`config.mk`:
```
export PLATFORM = sky130hd
export DESIGN_NAME = coms_poll_scheduler
export DESIGN_NICKNAME = d
export VERILOG_FILES = /design/src/rtl/coms_pkg.sv /design/src/rtl/period_divider.sv /design/src/rtl/coms_poll_scheduler.sv
export SDC_FILE = /design/constraint.sdc
export NUM_CORES = 1
export LEC_CHECK = 0
export ABC_CLOCK_PERIOD_IN_PS = 10590
export CORE_UTILIZATION = 44
export DETAILED_ROUTE_END_ITERATION = 10
export PLACE_DENSITY = 0.68
export SLEW_MARGIN = 20
export SYNTH_ARGS = -nofsm -noshare
export SYNTH_HDL_FRONTEND = slang
export SYNTH_SLANG_ARGS = --single-unit
```
`constraint.sdc`:
```
create_clock -name clk -period 10.59 [get_ports clk]
set_clock_uncertainty 0.2 [all_clocks]
set_input_delay 1.5885 -clock clk [delete_from_list [all_inputs] [get_ports clk]]
set_output_delay 1.5885 -clock clk [all_outputs]
set_load 0.005 [all_outputs]
```
`src/rtl/coms_pkg.sv`:
```
// Shared types and constants for the motor-board link scheduler.
package coms_pkg;

  typedef enum logic [1:0] {
    NONE            = 2'd0,
    SETPOINT_STATUS = 2'd1,
    CONFIG          = 2'd2
  } cmd_type_t;

  typedef enum logic [1:0] {
    IDLE     = 2'd0,
    ISSUE    = 2'd1,
    WAIT_RSP = 2'd2,
    NEXT     = 2'd3
  } sched_state_t;

  localparam int DEFAULT_RESPONSE_TIMEOUT = 50_000;

  function automatic cmd_type_t select_cmd(input logic pending);
    return pending ? CONFIG : SETPOINT_STATUS;
  endfunction

endpackage

```
`src/rtl/period_divider.sv`:
```
// Sequential restoring divider: one load cycle, 32 shift/subtract steps,
// done pulses with the quotient (never below 1) on the final step.
module period_divider (
  input  logic        clk,
  input  logic        reset,
  input  logic        start,
  input  logic [31:0] dividend,
  input  logic [31:0] divisor,
  output logic        busy,
  output logic        done,
  output logic [31:0] quotient
);

  logic [31:0] q;
  logic [31:0] d;
  logic [31:0] r;
  logic [4:0]  iter;
  logic [32:0] r_shift;
  logic [32:0] r_sub;
  logic        q_bit;
  logic [31:0] q_next;
  logic [31:0] r_next;

  always_comb begin
    r_shift = {r, q[31]};
    r_sub   = r_shift - {1'b0, d};
    q_bit   = ~r_sub[32];
    q_next  = {q[30:0], q_bit};
    r_next  = q_bit ? r_sub[31:0] : r_shift[31:0];
  end

  always_ff @(posedge clk or posedge reset) begin
    if (reset) begin
      busy     <= 1'b0;
      done     <= 1'b0;
      quotient <= 32'd1;
      q        <= '0;
      d        <= '0;
      r        <= '0;
      iter     <= '0;
    end else begin
      done <= 1'b0;
      if (start) begin
        busy <= 1'b1;
        q    <= dividend;
        d    <= divisor;
        r    <= '0;
        iter <= '0;
      end else if (busy) begin
        q    <= q_next;
        r    <= r_next;
        iter <= iter + 5'd1;
        if (iter == 5'd31) begin
          busy     <= 1'b0;
          done     <= 1'b1;
          quotient <= (q_next == '0) ? 32'd1 : q_next;
        end
      end
    end
  end

endmodule

```
`src/rtl/coms_poll_scheduler.sv`:
```
// Sweeps every motor once per update period, issuing a CONFIG or
// SETPOINT_STATUS command to the frame engine and tracking link health.
module coms_poll_scheduler
  import coms_pkg::*;
#(
  parameter int NUMBER_OF_MOTORS        = 6,
  parameter int CLOCK_FREQ_HZ           = 50_000_000,
  parameter int RESPONSE_TIMEOUT_CYCLES = DEFAULT_RESPONSE_TIMEOUT
) (
  input  logic                        clk,
  input  logic                        reset,
  input  logic [31:0]                 update_frequency_Hz,
  input  logic [NUMBER_OF_MOTORS-1:0] config_dirty,
  output logic                        cmd_valid,
  input  logic                        cmd_ready,
  output logic [1:0]                  cmd_type,
  output logic [7:0]                  cmd_motor,
  input  logic                        rsp_valid,
  input  logic                        rsp_ok,
  output logic [NUMBER_OF_MOTORS-1:0] link_ok,
  output logic [NUMBER_OF_MOTORS-1:0] config_pending,
  output logic                        sweep_done,
  output logic [15:0]                 overrun_count
);

  localparam int IDX_W = (NUMBER_OF_MOTORS > 1) ? $clog2(NUMBER_OF_MOTORS) : 1;
  localparam logic [IDX_W-1:0] LAST_IDX     = IDX_W'(NUMBER_OF_MOTORS - 1);
  localparam logic [31:0]      TIMEOUT_LAST = 32'(RESPONSE_TIMEOUT_CYCLES - 1);
  localparam logic [31:0]      CLK_HZ       = 32'(CLOCK_FREQ_HZ);

  sched_state_t          state;
  logic [IDX_W-1:0]      idx;
  logic [IDX_W-1:0]      idx_next;
  logic                  cur_cfg;
  logic [31:0]           to_cnt;
  logic [31:0]           freq_q;
  logic [31:0]           period_q;
  logic                  period_valid;
  logic [31:0]           cnt;
  logic                  tick;
  logic                  div_start;
  logic                  div_busy;
  logic                  div_done;
  logic [31:0]           div_quotient;
  logic [NUMBER_OF_MOTORS-1:0] pend_clr;

  // Any difference from the latched rate restarts the divider.
  assign div_start = (update_frequency_Hz != freq_q);
  assign idx_next  = idx + 1'b1;

  period_divider u_div (
    .clk      (clk),
    .reset    (reset),
    .start    (div_start),
    .dividend (CLK_HZ),
    .divisor  (update_frequency_Hz),
    .busy     (div_busy),
    .done     (div_done),
    .quotient (div_quotient)
  );

  always_ff @(posedge clk or posedge reset) begin
    if (reset) begin
      freq_q       <= '0;
      period_q     <= 32'd1;
      period_valid <= 1'b0;
      cnt          <= '0;
      tick         <= 1'b0;
    end else begin
      tick <= 1'b0;
      if (div_start) begin
        freq_q       <= update_frequency_Hz;
        period_valid <= 1'b0;
        cnt          <= '0;
      end else if (div_done) begin
        period_q     <= div_quotient;
        period_valid <= 1'b1;
        cnt          <= '0;
      end else if (div_busy || !period_valid || freq_q == '0) begin
        cnt <= '0;
      end else if (cnt == period_q - 32'd1) begin
        cnt  <= '0;
        tick <= 1'b1;
      end else begin
        cnt <= cnt + 32'd1;
      end
    end
  end

  // A successful CONFIG response retires that motor's pending write.
  always_comb begin
    pend_clr = '0;
    if (state == WAIT_RSP && rsp_valid && rsp_ok && cur_cfg)
      pend_clr[idx] = 1'b1;
  end

  always_ff @(posedge clk or posedge reset) begin
    if (reset) config_pending <= '1;
    else       config_pending <= (config_pending & ~pend_clr) | config_dirty;
  end

  always_ff @(posedge clk or posedge reset) begin
    if (reset) begin
      state         <= IDLE;
      idx           <= '0;
      cur_cfg       <= 1'b0;
      to_cnt        <= '0;
      cmd_valid     <= 1'b0;
      cmd_type      <= NONE;
      cmd_motor     <= '0;
      link_ok       <= '0;
      sweep_done    <= 1'b0;
      overrun_count <= '0;
    end else begin
      sweep_done <= 1'b0;
      if (tick && state != IDLE && overrun_count != 16'hFFFF)
        overrun_count <= overrun_count + 16'd1;
      case (state)
        IDLE: begin
          if (tick) begin
            idx       <= '0;
            cmd_motor <= 8'd0;
            cmd_valid <= 1'b1;
            cmd_type  <= select_cmd(config_pending[0]);
            state     <= ISSUE;
          end
        end
        ISSUE: begin
          if (cmd_ready) begin
            cmd_valid <= 1'b0;
            cur_cfg   <= (cmd_type == CONFIG);
            cmd_type  <= NONE;
            to_cnt    <= '0;
            state     <= WAIT_RSP;
          end
        end
        WAIT_RSP: begin
          if (rsp_valid) begin
            link_ok[idx] <= rsp_ok;
            state        <= NEXT;
          end else if (to_cnt == TIMEOUT_LAST) begin
            link_ok[idx] <= 1'b0;
            state        <= NEXT;
          end else begin
            to_cnt <= to_cnt + 32'd1;
          end
        end
        NEXT: begin
          if (idx == LAST_IDX) begin
            sweep_done <= 1'b1;
            state      <= IDLE;
          end else begin
            idx       <= idx_next;
            cmd_motor <= 8'(idx_next);
            cmd_valid <= 1'b1;
            cmd_type  <= select_cmd(config_pending[idx_next]);
            state     <= ISSUE;
          end
        end
        default: state <= IDLE;
      endcase
    end
  end

endmodule

```
; Word-level counts from Yosys, hierarchy flattened
; Cells that the tools add are included.
[word_totals]
wordCells = 142
input_bits = 43
regBits = 279
[op_classes]
order_cmp = 3
bitwise = 7
n_reduce_logical = 27
eq_ne = 16
add_sub_neg = 7
n_mux = 60
[op_table]
columns = op, count
row1 = 32-bit two-way mux, 13
row2 = "32-bit by 1-bit adder with 32-bit output, second input constant", 2
row3 = 32-bit zero test, 2
row4 = 32-bit case mux with 2 select lines, 1
row5 = 33-bit by 32-bit subtractor with 33-bit output, 1
row6 = "32-bit by 16-bit equality test with 1-bit output, second input constant", 1
row7 = 32-bit equality test, 1
row8 = 32-bit inequality test, 1
row9 = "32-bit by 1-bit subtractor with 32-bit output, second input constant", 1
row10 = 1-bit two-way mux, 20
row11 = 2-bit two-way mux, 9
row12 = 6-bit two-way mux, 3
row13 = "16-bit by 1-bit adder with 16-bit output, second input constant", 1
row14 = 8-bit two-way mux, 2
row15 = "16-bit inequality test, second input constant", 1
row16 = 8-bit case mux with 2 select lines, 1
row17 = 6-bit AND, 2
row18 = 6-bit inverter, 2
row19 = 2-bit nonzero test, 6
row20 = 5-bit two-way mux, 2
row21 = "2-bit inequality test, second input constant", 5
row22 = 3-bit AND reduction, 3
row23 = "3-bit by 4-bit < comparator with 1-bit output, second input constant", 2
row24 = 2-bit case mux with 4 select lines, 1
row25 = other kinds (24), 37

; Logic depth before layout (Yosys ltp)
[logic_depth]
word_depth = 8
mapped_depth = 14
ltp_nobuf = 11

; Modules after synthesis
; A second synthesis with hierarchy kept.
[hier_totals]
cells_unflattened = 1785
area_unflattened_um2 = 16931.2
[by_module_without_submodules]
columns = mod, seq_area_each_um2, cells_per_inst, area_per_inst_um2, n_inst
row1 = coms_poll_scheduler, 4212.8, 916, 9205.1, 1
row2 = period_divider, 3379.5, 869, 7726.2, 1

; Worst setup path before layout
; OpenSTA, ideal clock, no wires.
[synth_path]
kind = in2reg
from = input rsp_valid
to = register to_cnt[25]
path_buffers = 1
setup_time_ns = 0.078
cell_stages = 6
arrival_ns = 3.537
t_required_ns = 10.312
path_slack_ns = 6.775
path_cell_list = a41o_1 -> clkbuf_1 -> a2111oi_2 -> nand3_1 -> or3_1 -> a21oi_1
[synth_via]
elab_chain_len = 2
[synth_lines]
columns = element, line_no
row1 = "start, declared", coms_poll_scheduler.sv:18  ; input logic rsp_valid,
row2 = 2-bit inequality test (no line), --
row3 = 4-bit AND reduction (no line), --
row4 = "end signal, assigned", coms_poll_scheduler.sv:145  ; to_cnt <= to_cnt + 32'd1;
row5 = "end, declared", coms_poll_scheduler.sv:35  ; logic [31:0] to_cnt;
; Every way passes these cells.
; A chain may end at the register's enable or synchronous reset.

; Worst setup path after layout
[layout_path]
from = input update_frequency_Hz[27]
to = register u_div.quotient[25]
[layout_via]
elab_chain_len = 3
[layout_lines]
columns = element, line_no
row1 = "start, declared", coms_poll_scheduler.sv:12  ; input logic [31:0] update_frequency_Hz,
row2 = 32-bit inequality test, coms_poll_scheduler.sv:48  ; assign div_start = (update_frequency_Hz != freq_q);
row3 = 1-bit inverter (no line), --
row4 = 3-bit AND reduction (no line), --
row5 = "end signal, assigned", period_divider.sv:56  ; quotient <= (q_next == '0) ? 32'd1 : q_next;
row6 = "end, declared", period_divider.sv:11  ; output logic [31:0] quotient
; Every way passes these cells.

==> summary.txt <==
Setup path
  • CP Launch Type: input port
  • Crit Path Max Fanout: 59
  • Top cell by count, worst path: buf_4
  • CP max-delay cell: and3_1
  • Worst Path Arrival: 5.16 ns
  • Critical path, cell by cell: clkdlybuf4s50_1, xnor2_1, nand4_1, nor4_1, nand2_2, buf_4, inv_1, and3_1, buf_4, mux2_2
  • Critical path buffer and inverter count: 4
  • CP delay by family, top: buffers and inverters
  • Worst setup EP type: flip-flop
  • Critical path class: input port to flip-flop
  • Data required, critical path: 10.83 ns
  • CP max stage delay: 0.56 ns

Layout
  • Final std cells w/o fill: 2058
  • Fin nets: 1676
  • Ant diodes: 0
  • Area Overhead vs Synth: 14.7%
  • Fin area: 17400 µm²
  • Layout cells sized above 1: 0.104

Timing
  • Achievable Freq: 0.203 GHz
  • Final Critical Period: 4.92 ns
  • Tcrit/Tclk final: 0.464
  • Relative slew slack: 0.353
  • Final Hold Fails: 0
  • Final Worst Setup Slack: 5.67 ns
  • RSZ-0062 raised after global routing: false
  • Setup Viol. Count Final: 0
  • Max-slew violation total from the final report: 0
  • Worst slew pin tran: 0.969 ns
  • Setup TNS: 0 ns

Place
  • Placed cells: 2003
  • Routability Congestion: 0.874
  • DPL Wire Length: 23800 µm
  • Port bufs: 77
  • Post-Place Setup Slack: 5.13 ns
  • Area after DPL: 16200 µm²

Die
  • Top Ports: 83
  • Chip Width: 188 µm
  • Core Area: 33800 µm²
  • FP Rows: 67
  • Chip Height: 188 µm
  • Area of the die: 35300 µm²
  • Initial Utilization: 0.450

Clocking
  • CTS tree: done
  • Clock Path Buffers: 3
  • CTS Buf Count: 30
  • CTS resizes: 0
  • Root Buffer: clkbuf_16
  • Clock Latency Late Sink: 0.58 ns
  • Htree depth: 1
  • Clk sink count: 271
  • Setup Buffers After CTS: 0
  • CTS Hold Buffers Added: 0
  • Clock transition at path regs: 0.06 ns

Route
  • DR iter-0 viols: 585
  • Top routing layer in use: met4
  • Remaining antenna violation count: 0
  • Wire length on met2: 16000 µm
  • Drt via density: 5.56
  • M1 wire length: 16000 µm
  • Drt drc: 0
  • Routed via count: 11439
  • Met3 wire len: 1060 µm
  • First-pass iteration count of the detailed router: 4
  • Routed wire length: 33800 µm
  • DR WL/cell: 16.4 µm

Synthesis
  • Netlist cell types: 76
  • Ys Warns: 0
  • Synth cell count leaders: dfrtp_1, nor2_1, nand2_1, xnor2_1, clkbuf_1
  • Share of synthesized flip-flops with an asynchronous set or reset: 1.00
  • #FFs+latches synth: 271
  • Top_reg_cell synth: dfrtp_1
  • Post-synth EDFFs: 0
  • Area leader, netlist: dfrtp_1
  • Number of cells produced by synthesis: 1563
  • Synth top area share: 0.433
  • Sequential fraction of the synthesis area: 0.447
  • Top-count cell post-synth: dfrtp_1
  • Synth Area per Inst: 9.72 µm²
  • Area contributors post-synth: dfrtp_1, mux2_2, xnor2_1
  • Synthesized area: 15200 µm²

Outcome
  • Run status: finished, final reports clean

Global route
  • Gr usage total: 0.197
  • First-pass GRT wire length: 58200 µm
  • Pin count of the biggest net entering global routing: 153
  • Vias in the first global route: 11536
  • Initial antenna violation count: 0
  • Total congestion overflow: 0

Power and ir drop
  • Pleak: 8.03 nW
  • Worst IR Drop VDD: 0.139 mV
  • Tot Pwr: 0.00266 W
  • Power Density: 152 nW/µm²

Worst hold path
  • Hold Crit Class: flip-flop to flip-flop

Job
  • MaxCap Viol Count: 0
-- kinds of logic after synthesis --
kind of cell | after synthesis | synth area share
flops | 271 | 0.447
xor+xnor | 156 | 0.0900
buf+inv | 160 | 0.0423
other cells | 1 | 0.000247
compound gates | 231 | 0.108
mux | 120 | 0.0862
simple gates | 578 | 0.188
fa+ha+maj | 46 | 0.0384
-- state kept, by name, summed over array words and instances (netlist names), 3 cells and up --
name / cells
cmd_motor: 3
cnt: 32
config_pending: 6
link_ok: 6
overrun_count: 16
period_q: 32
to_cnt: 32
u_div.d: 32
u_div.iter: 5
u_div.q: 32
u_div.quotient: 32
u_div.r: 32
-- path summary, 6_finish.rpt --
check                                         from                 end  slack [ns]  depth (start not counted)
max in group asynchronous                    reset          u_div.busy        7.45                          3
min in group asynchronous                    reset   overrun_count[13]        1.37                          2
max                        update_frequency_Hz[27]  u_div.quotient[25]        5.67                         10
min                              config_pending[2]   config_pending[2]        0.29                          2
min reg2reg                      config_pending[2]   config_pending[2]        0.29                          2
max reg2reg                            u_div.d[13]         u_div.r[23]        6.12                         11
-- area by class of cell --
cell class	instances	area [µm²]
fill	2987	16400
multi-input combinational	1136	7770
sequential	271	6800
timing repair buffer	87	862
clock buffer	35	790
tap	448	561
clock inverter	20	409
inverter	61	236
-- through the flow --
step,hold slack (ns),utilization
2_1_floorplan,0.258,-
3_3_place_gp,0.271,0.480
3_5_place_dp,0.286,0.480
4_1_cts,0.295,0.516
5_1_grt,0.321,0.516
6_report,0.294,0.516
-- tightest hold or removal path: cells and delay by family, from the launching register on --
family             cells  cell delay [ns]
AOI/OAI and AO/OA      1             0.06
and+or+nand+nor        1             0.06
DFF                    1             0.37
-- report_power, final --
part	switching [W]	internal, W
sequential	0.0000447	0.00107
combinational	0.000158	0.000137
clock	0.000442	0.000803
total	0.000645	0.00201
-- routing by layer --
metal | vias up | track usage
met5 | - | 0
met4 | 0 | 0.0535
met3 | 58 | 0.0243
met2 | 177 | 0.331
met1 | 5654 | 0.267
li1 | 5550 | -
-- cell usage in the layout (no fill, tap or decap), types with 9 or more instances in the layout --
cell type        instances
and2_1                  11
clkbuf_16               30
mux2_2                  75
nand3_1                 43
a311oi_1                30
xnor2_1                 87
o21ai_0                 49
ha_1                    45
nor2_1                 169
xor2_1                  69
a211oi_1                11
inv_1                   60
a21o_1                  19
mux2i_1                 43
nor3_1                  26
nand2b_1                22
and3_1                  19
bufinv_16               11
nand4_1                 39
clkdlybuf4s50_1         77
nor4_1                  35
a21oi_1                 46
nand2_1                136
a31oi_1                  9
nor2b_1                 14
dfrtp_1                262
or3_1                   16
and4_1                  12
Note: power is estimated with default switching activity, not from simulation.
